===== config.mk =====
export PLATFORM = sky130hd
export DESIGN_NAME = read_logic_gen
export DESIGN_NICKNAME = d
export VERILOG_FILES = /design/src/rtl/read_logic_gen.sv
export SDC_FILE = /design/constraint.sdc
export NUM_CORES = 1
export LEC_CHECK = 0
export CORE_MARGIN = 2
export CORE_UTILIZATION = 30
export CTS_BUF_LIST = sky130_fd_sc_hd__clkbuf_16
export CTS_CLUSTER_DIAMETER = 60
export DETAILED_ROUTE_END_ITERATION = 6
export PLACE_DENSITY_LB_ADDON = 0.12
export SLEW_MARGIN = 10
export SYNTH_ARGS = -nofsm -noshare
export SYNTH_HDL_FRONTEND = slang
export SYNTH_SLANG_ARGS = --single-unit

===== constraint.sdc =====
create_clock -name clk -period 3.2 [get_ports clk]
set_input_delay 0.8 -clock clk [delete_from_list [all_inputs] [get_ports clk]]
set_output_delay 0.8 -clock clk [all_outputs]
set_load 0.01 [all_outputs]

===== src/rtl/read_logic_gen.sv =====
// Tiled BRAM read sequencer: issues NUM_READS_PER_TILE strided reads per tile
// over NUM_TILES tiles and tracks data return through a latency shift register.
module read_logic_gen #(
    parameter int NUM_READS_PER_TILE = 16,
    parameter int ADDR_WIDTH         = 16,
    parameter int ADDR_STRIDE        = 24,
    parameter int NUM_TILES          = 24,
    parameter int READ_LATENCY       = 2
) (
    input  logic                  clk,
    input  logic                  rst_n,
    input  logic                  start_read,
    input  logic [ADDR_WIDTH-1:0] base_addr,
    input  logic                  stall,
    input  logic                  abort,
    output logic [ADDR_WIDTH-1:0] bram_addr,
    output logic                  bram_en,
    output logic                  data_valid,
    output logic                  tile_last,
    output logic                  busy,
    output logic                  read_done
);

    localparam int OFF_W  = (NUM_READS_PER_TILE > 1) ? $clog2(NUM_READS_PER_TILE) : 1;
    localparam int TILE_W = (NUM_TILES > 1) ? $clog2(NUM_TILES) : 1;
    localparam int CNT_W  = $clog2(READ_LATENCY + 1);

    localparam logic [OFF_W-1:0]      OFF_LAST  = OFF_W'(NUM_READS_PER_TILE - 1);
    localparam logic [TILE_W-1:0]     TILE_LAST = TILE_W'(NUM_TILES - 1);
    localparam logic [CNT_W-1:0]      CNT_LAST  = CNT_W'(READ_LATENCY - 1);
    localparam logic [ADDR_WIDTH-1:0] STRIDE    = ADDR_WIDTH'(ADDR_STRIDE);

    typedef enum logic [1:0] {
        IDLE,
        READING,
        DRAIN,
        DONE
    } state_t;

    state_t                  state_q, state_d;
    logic [ADDR_WIDTH-1:0]   base_q, base_d;
    logic [OFF_W-1:0]        offset_q, offset_d;
    logic [TILE_W-1:0]       tile_q, tile_d;
    logic [ADDR_WIDTH-1:0]   acc_q, acc_d;
    logic [CNT_W-1:0]        cnt_q, cnt_d;
    logic [READ_LATENCY-1:0] vld_q, vld_d;
    logic [READ_LATENCY-1:0] lst_q, lst_d;

    logic issue;
    logic last_off;

    // acc_q tracks offset*ADDR_STRIDE incrementally, avoiding a multiplier
    assign issue      = (state_q == READING) && !stall;
    assign last_off   = (offset_q == OFF_LAST);
    assign bram_en    = issue;
    assign bram_addr  = (state_q == READING)
                      ? base_q + ADDR_WIDTH'(tile_q) + acc_q
                      : base_q;
    assign data_valid = vld_q[READ_LATENCY-1];
    assign tile_last  = lst_q[READ_LATENCY-1];
    assign busy       = (state_q != IDLE);
    assign read_done  = (state_q == DONE);

    always_comb begin
        state_d  = state_q;
        base_d   = base_q;
        offset_d = offset_q;
        tile_d   = tile_q;
        acc_d    = acc_q;
        cnt_d    = cnt_q;
        vld_d    = vld_q;
        lst_d    = lst_q;

        vld_d[0] = issue;
        lst_d[0] = issue && last_off;
        for (int i = 1; i < READ_LATENCY; i++) begin
            vld_d[i] = vld_q[i-1];
            lst_d[i] = lst_q[i-1];
        end

        unique case (state_q)
            IDLE: begin
                if (start_read) begin
                    base_d   = base_addr;
                    offset_d = '0;
                    tile_d   = '0;
                    acc_d    = '0;
                    state_d  = READING;
                end
            end
            READING: begin
                if (issue) begin
                    if (last_off) begin
                        offset_d = '0;
                        acc_d    = '0;
                        if (tile_q == TILE_LAST) begin
                            tile_d  = '0;
                            cnt_d   = '0;
                            state_d = DRAIN;
                        end else begin
                            tile_d = tile_q + TILE_W'(1);
                        end
                    end else begin
                        offset_d = offset_q + OFF_W'(1);
                        acc_d    = acc_q + STRIDE;
                    end
                end
            end
            DRAIN: begin
                if (cnt_q == CNT_LAST) begin
                    state_d = DONE;
                end else begin
                    cnt_d = cnt_q + CNT_W'(1);
                end
            end
            DONE: begin
                state_d = IDLE;
            end
            default: begin
                state_d = IDLE;
            end
        endcase

        if (abort) begin
            state_d  = IDLE;
            offset_d = '0;
            tile_d   = '0;
            acc_d    = '0;
            cnt_d    = '0;
            vld_d    = '0;
            lst_d    = '0;
        end
    end

    always_ff @(posedge clk or negedge rst_n) begin
        if (!rst_n) begin
            state_q  <= IDLE;
            base_q   <= '0;
            offset_q <= '0;
            tile_q   <= '0;
            acc_q    <= '0;
            cnt_q    <= '0;
            vld_q    <= '0;
            lst_q    <= '0;
        end else begin
            state_q  <= state_d;
            base_q   <= base_d;
            offset_q <= offset_d;
            tile_q   <= tile_d;
            acc_q    <= acc_d;
            cnt_q    <= cnt_d;
            vld_q    <= vld_d;
            lst_q    <= lst_d;
        end
    end

endmodule


==> qor.txt, run 1 <==
Status: complete, but fails checks
Violated checks: setup timing
Post-Syn Instances: 351
Dpl ws: -0.695 ns
Max Freq: 0.272 GHz
Worst r2r src: state_q[1]
Final GP Congestion: 0.792
Power Dens Cells: 796 nW/um^2
Total negative slack: -3.79 ns
Crit path from: base_q[3]
Most common cell after layout, fill and taps aside: buf_4
Top FF cell, synth: dfrtp_1
Final hold violation count: 0
Final Cycle Share: 115%
FFs w/ async S/R, synth: 100%
First-pass GRT wire length: 14,300 um
Final worst setup slack: -0.477 ns
Syn avg cell area: 9.39 sq um
CP Cell Sequence: fa_1 -> ha_1 -> nor2b_4 -> o31a_1 -> o311ai_2 -> buf_4 -> and3_1 -> o21ai_2 -> xnor2_1 -> buf_2
Die ar.: 11,800 sq um
Number of placement rows: 38
CP arrival: 2.88 ns
Max Slew Vio Count: 0
RSZ-0062 raised after global routing: yes
#FFs+latches synth: 46
Slew @ Worst Pin: 0.504 ns
Crit Path Class: reg -> out
Max incr delay on CP: 0.48 ns
Initial DRC Count: 82
Max rail drop VDD: 419 uV
Synthesis-to-finish area growth: 41.4%
Num CTS Buffers: 5
H-tree levels: 2
Layout cells sized above 1: 31.5%
Post-route DRC: 0
Vias/cell: 4.80
Maximum fanout along the worst path: 3
Remaining global-route overflow: 0
Antenna violations before repair: 0
Pleak: 2.22 nW
DRT Pass-1 Iters: 5
Routed Antenna Nets: 0
Flop2flop setup slack: 0.83 ns
Period minus WS final: 3.68 ns
Quantity of I/O buffers inserted on ports: 41
Hold-fix buffers, CTS: 0
Max-slew headroom at the worst pin: 66.4%
Clk_skew: 0.00521 ns
ANT cells: 0
CP startpoint kind: flop
Final HPWL DP: 6360 um
Post-synthesis cell type count: 55
Register area share after synthesis: 34.9%
GRT Total Usage: 15.2%
Crit path to: bram_addr[15]
Clock sink count: 46
Worst hold path class: in -> async
Worst skew pair latency: 0.28 ns
CTS Buffer Depth: 2
Post-Syn Area: 3300 sq um
Die Ht: 109 um
Clock transition at the registers of the reported paths: 0.06 ns
Post-Syn Nets: 411
Final setup violation count: 11
R2R depth: 8
Reg2reg end: acc_q[8]
Final wirelength: 8360 um
Die width: 109 um
Final core utilization: 43.2%
Post-synth EDFFs: 0
Max-cap violations: 0
# IOs: 42
CP endpoint kind: output pin
# nets final: 523
CTS tree: built
CP required: 2.40 ns
Routed via count: 2,899
Root buf cell: clkbuf_16
Slowest-stage cell, CP: fa_1
Initial core utilization: 30.5%
Most frequent cells in the layout: 71 x buf_4, 46 x dfrtp_1, 34 x nand2_1, 34 x ha_1, 26 x clkdlybuf4s50_1
Avg WL per Cell: 13.8 um
Yosys warns: 0
Vias in the first global route: 2,983
Core box area: 10,800 sq um
Largest net degree at the start of global routing: 40
## state kept, by name, indices dropped and copies added, names as in the netlist
signal,count
acc_q,13
base_q,16
cnt_q,2
lst_q,2
offset_q,4
state_q,2
tile_q,5
vld_q,2
## power breakdown
group	leakage, nW	switching [mW]	internal (mW)
Sequential	0.601	0.115	0.736
Clock	0.0672	0.221	0.285
Combinational	1.55	1.12	1.23
## worst min-delay path by stage
stage,from,to,slack (ns),cells past startpoint
2_1_floorplan,lst_q[0],lst_q[1],0.44,1
3_3_place_gp,vld_q[0],vld_q[1],0.46,1
3_5_place_dp,lst_q[0],lst_q[1],0.47,1
4_1_cts,rst_n,base_q[2],0.37,1
5_1_grt,rst_n,base_q[2],0.36,1
6_report,rst_n,base_q[2],0.36,1
## final cells by class
class | instances | area, sq um
sequential | 46 | 1150
clock inverter | 3 | 16.3
tap | 140 | 175
multi-input combinational | 279 | 2180
timing repair buffer | 116 | 955
clock buffer | 5 | 125
inverter | 15 | 56.3
fill | 1072 | 6130
## synth_stat cells, drive strengths merged (2+ instances only)
cell type | instances | area share, %
or3 | 3 | 0.57
a21oi | 17 | 2.7
buf | 7 | 1.0
inv | 15 | 1.7
nand4 | 4 | 0.76
nor2b | 5 | 0.95
nand3 | 9 | 1.5
ha | 36 | 14
or2 | 2 | 0.38
o21ai | 38 | 5.8
a31oi | 2 | 0.57
o31ai | 7 | 2.0
mux2 | 24 | 8.2
o21a | 6 | 1.4
nor2 | 24 | 2.7
and3 | 5 | 0.95
xor2 | 4 | 1.1
a21o | 6 | 1.4
a211oi | 2 | 0.46
dfrtp | 46 | 35
o21bai | 5 | 1.1
fa | 3 | 1.8
mux2i | 2 | 0.61
xnor2 | 4 | 1.1
o41ai | 2 | 0.53
nand2 | 36 | 4.2
nand2b | 8 | 1.5
nor3 | 6 | 0.91
clkbuf | 4 | 0.46
## routing by layer
metal | up-vias | part of all wire [%] | wire length, um | GRT usage, %
li1 | 1492 | - | - | -
met4 | 0 | 0.51 | 43 | 3.02
met1 | 1373 | 48 | 3990 | 19.9
met3 | 4 | 2.0 | 169 | 2.21
met2 | 30 | 50 | 4150 | 26.8
met5 | - | 0 | 0 | 0
## worst max-delay path, delay by kind of cell, from the launching register on
kind | cells | cell delay, ns
compound gates | 3 | 0.70
xor+xnor | 1 | 0.13
simple gates | 2 | 0.29
flops | 1 | 0.40
fa+ha+maj | 2 | 0.77
buf+inv | 2 | 0.30
## logic make-up after synthesis
kind of cell	after synthesis	share of synthesized area, %
and+or+nand+nor	108	16.1
AOI/OAI and AO/OA	98	19.4
DFF	46	34.9
adders and majority gates	39	15.5
buffers and inverters	26	3.19
muxes	26	8.80
xor gates and xnor gates	8	2.13
## metrics by stage
step / instances / hold slack [ns] / area [sq um] / total power, mW
global route: 604 / 0.364 / 4660 / 4.03
global placement: 592 / 0.464 / 4410 / 3.17
floorplan: 351 / 0.439 / 3330 / 2.12
detailed placement: 592 / 0.470 / 4410 / 3.20
finish: 604 / 0.364 / 4660 / 3.71
CTS: 604 / 0.365 / 4630 / 3.73
## timing repair
action | CTS | global route
setup endpoints to repair | 13 | 13
setup buffers | 4 | 0
pin swaps | 21 | 8
gates resized for setup | 68 | 12
(Power assumes the default switching activity.)
==> run 2, diff against run 1 <==
CORE_UTILIZATION = 40   (was 30)
==> run 2 against run 1 <==
  * The run still ends with setup timing left
  * Wire length is 3.6% lower
  * Sequential share of layout area is 0.18 points higher
  * Clock skew is 0.0015 ns lower
  * Via count is 0.69% higher
  * Die area is 24% lower
  * Cell area is 0.72% lower
  * Power is 2.6% higher
  * Final cell count is 6.5% lower
  * Critical endpoint is now bram_addr[12]
  * Largest power group unchanged
==> qor.txt, run 2 (synthesis gave the netlist of run 1 again) <==
Status: complete, but fails checks
Violated checks: setup timing
Final hold violation count: 0 (unchanged)
Largest net degree at the start of global routing: 47 (+18%)
Clock transition at the registers of the reported paths: 0.07 ns (about the same)
Hold-fix buffers, CTS: 0 (unchanged)
Final Cycle Share: 115% (+0.19 points)
Fill cells: 764 (-29%)
Die width: 94.8 um (-13%)
Final GP Congestion: 0.823 (+3.9%)
Vias/cell: 5.17 (+7.6%)
Final HPWL DP: 5840 um (-8.1%)
Routed via count: 2,919 (+0.69%)
Period minus WS final: 3.68 ns (+0.00594 ns)
Seq. cell area: 1150 sq um (unchanged)
Layout cells sized above 1: 32.0% (+0.49 points)
Finished Layout Cells: 565 (-6.5%)
Core box area: 8090 sq um (-25%)
Vias in the first global route: 2,963 (-0.67%)
Worst hold path class: reg -> reg
Largest Register: base_q
Die ar.: 8980 sq um (-24%)
Max Slew Vio Count: 0 (unchanged)
Max-cap violations: 0 (unchanged)
Initial DRC Count: 99 (+21%)
Clock sink count: 46 (unchanged)
Worst skew pair latency: 0.29 ns (about the same)
Number of placement rows: 33 (-13%)
GRT Total Usage: 19.3% (+4.1 points)
Avg WL per Cell: 14.3 um (+3.0%)
Post-Place Cells: 550 (-7.1%)
Maximum fanout along the worst path: 4 (+1)
DRT Pass-1 Iters: 4 (-1)
# IOs: 42 (unchanged)
Max-slew headroom at the worst pin: 29.4% (-37 points)
First-pass GRT wire length: 13,700 um (-4.0%)
Final core utilization: 57.2% (+14 points)
Hold WS: 0.485 ns (+0.121 ns)
Post-route DRC: 0 (unchanged)
Antenna violations before repair: 0 (unchanged)
Most common cell after layout, fill and taps aside: buf_4
Die Ht: 94.8 um (-13%)
Most frequent cells in the layout: 69 x buf_4, 46 x dfrtp_1, 35 x nand2_1
Crit Path Class: reg -> out
Synthesis-to-finish area growth: 40.4%
Max Freq: 0.272 GHz (-0.16%)
ANT cells: 0 (unchanged)
Area occupied by multi-input gates: 2220 sq um (+1.7%)
Routed Antenna Nets: 0 (unchanged)
Remaining global-route overflow: 0 (unchanged)
# nets final: 519 (-0.76%)
CTS tree: built
CP startpoint kind: flop
Clk_skew: 0.00376 ns (-0.00145 ns)
Final worst setup slack: -0.483 ns (-0.00594 ns)
CP arrival: 2.88 ns (about the same)
Quantity of I/O buffers inserted on ports: 41 (unchanged)
Max rail drop VDD: 284 uV (-32%)
CP endpoint kind: output pin
CTS Buffer Depth: 2 (unchanged)
Initial core utilization: 40.7% (+10 points)
Dpl ws: -0.695 ns (+0.000282 ns)
H-tree levels: 2 (unchanged)
Root buf cell: clkbuf_16
Largest registers: base_q x16, acc_q x13, tile_q x5
Final wirelength: 8050 um (-3.6%)
Power Dens Cells: 823 nW/um^2 (+3.4%)
Final setup violation count: 11 (unchanged)
CP required: 2.40 ns (about the same)
Pleak: 2.20 nW (-0.62%)
Slew @ Worst Pin: 1.06 ns (+0.554 ns)
Max reg flops: 16 (unchanged)
RSZ-0062 raised after global routing: yes
Num CTS Buffers: 5 (unchanged)
[run 2: cell count changes in the layout (fill, tap and decap cells not counted), sizes merged]
cell / before / now
clkinvlp: 1 / 2
clkinv: 2 / 0
clkdlybuf4s15: 2 / 0
bufinv: 0 / 1
buf: 87 / 83
clkbuf: 5 / 7
[run 2: stage by stage]
stage | setup TNS [ns] | power, mW | cell area (sq um)
after detailed placement | -5.42 | 3.14 | 4300
after floorplan | -0.0555 | 2.12 | 3330
after global placement | -5.09 | 3.11 | 4300
after CTS | -4.54 | 3.77 | 4520
final | -4.15 | 3.81 | 4630
after global routing | -5.25 | 4.13 | 4630
[run 2: what timing repair did]
| action | CTS | global route |
|---|---|---|
| gates resized for setup | 67 | 16 |
| setup endpoints to repair | 13 | 12 |
| buffers inserted | 4 | 4 |
| pin swaps | 26 | 17 |
| cloned | 0 | 0 |
[run 2: final timing paths]
check	from	end	cells past startpoint	slack, ns
hold / removal	lst_q[0]	lst_q[1]	1	0.49
setup / recovery	base_q[4]	bram_addr[12]	11	-0.48
hold reg to reg	lst_q[0]	lst_q[1]	1	0.49
max in group asynchronous	rst_n	cnt_q[0]	1	1.85
setup reg to reg	state_q[1]	acc_q[8]	8	0.84
min in group asynchronous	rst_n	base_q[12]	1	0.69
[run 2: cell type report]
type / instances / share of cell area [%]
well taps: 105 / 2.84
multi-input cells: 279 / 48.0
flip-flops and latches: 46 / 24.9
clock inverters: 3 / 0.973
inverters: 15 / 1.22
clock buffers: 5 / 2.70
repair buffers: 112 / 19.4
[run 2: critical path: stages, from the launching register on]
cell and delay [ns]:
dfrtp_1 0.40, fa_1 0.60, ha_4 0.23, a21o_1 0.17, a21oi_2 0.15, buf_4 0.15, a21oi_4 0.07, buf_6 0.13
o211ai_1 0.21, mux2i_1 0.11, a211o_1 0.23, buf_2 0.14
[run 2: layer usage]
metal | GRT usage (%) | vias to the layer above | part of all wire [%]
li1 | - | 1478 | -
met5 | 0 | - | 0
met4 | 4.47 | 0 | 0.93
met1 | 26.2 | 1395 | 48
met2 | 32.9 | 39 | 49
met3 | 2.47 | 7 | 2.3
[run 2: power breakdown]
group	total [mW]	internal [mW]	switching, mW
Sequential	0.867	0.736	0.131
Clock	0.611	0.369	0.242
Combinational	2.33	1.22	1.11
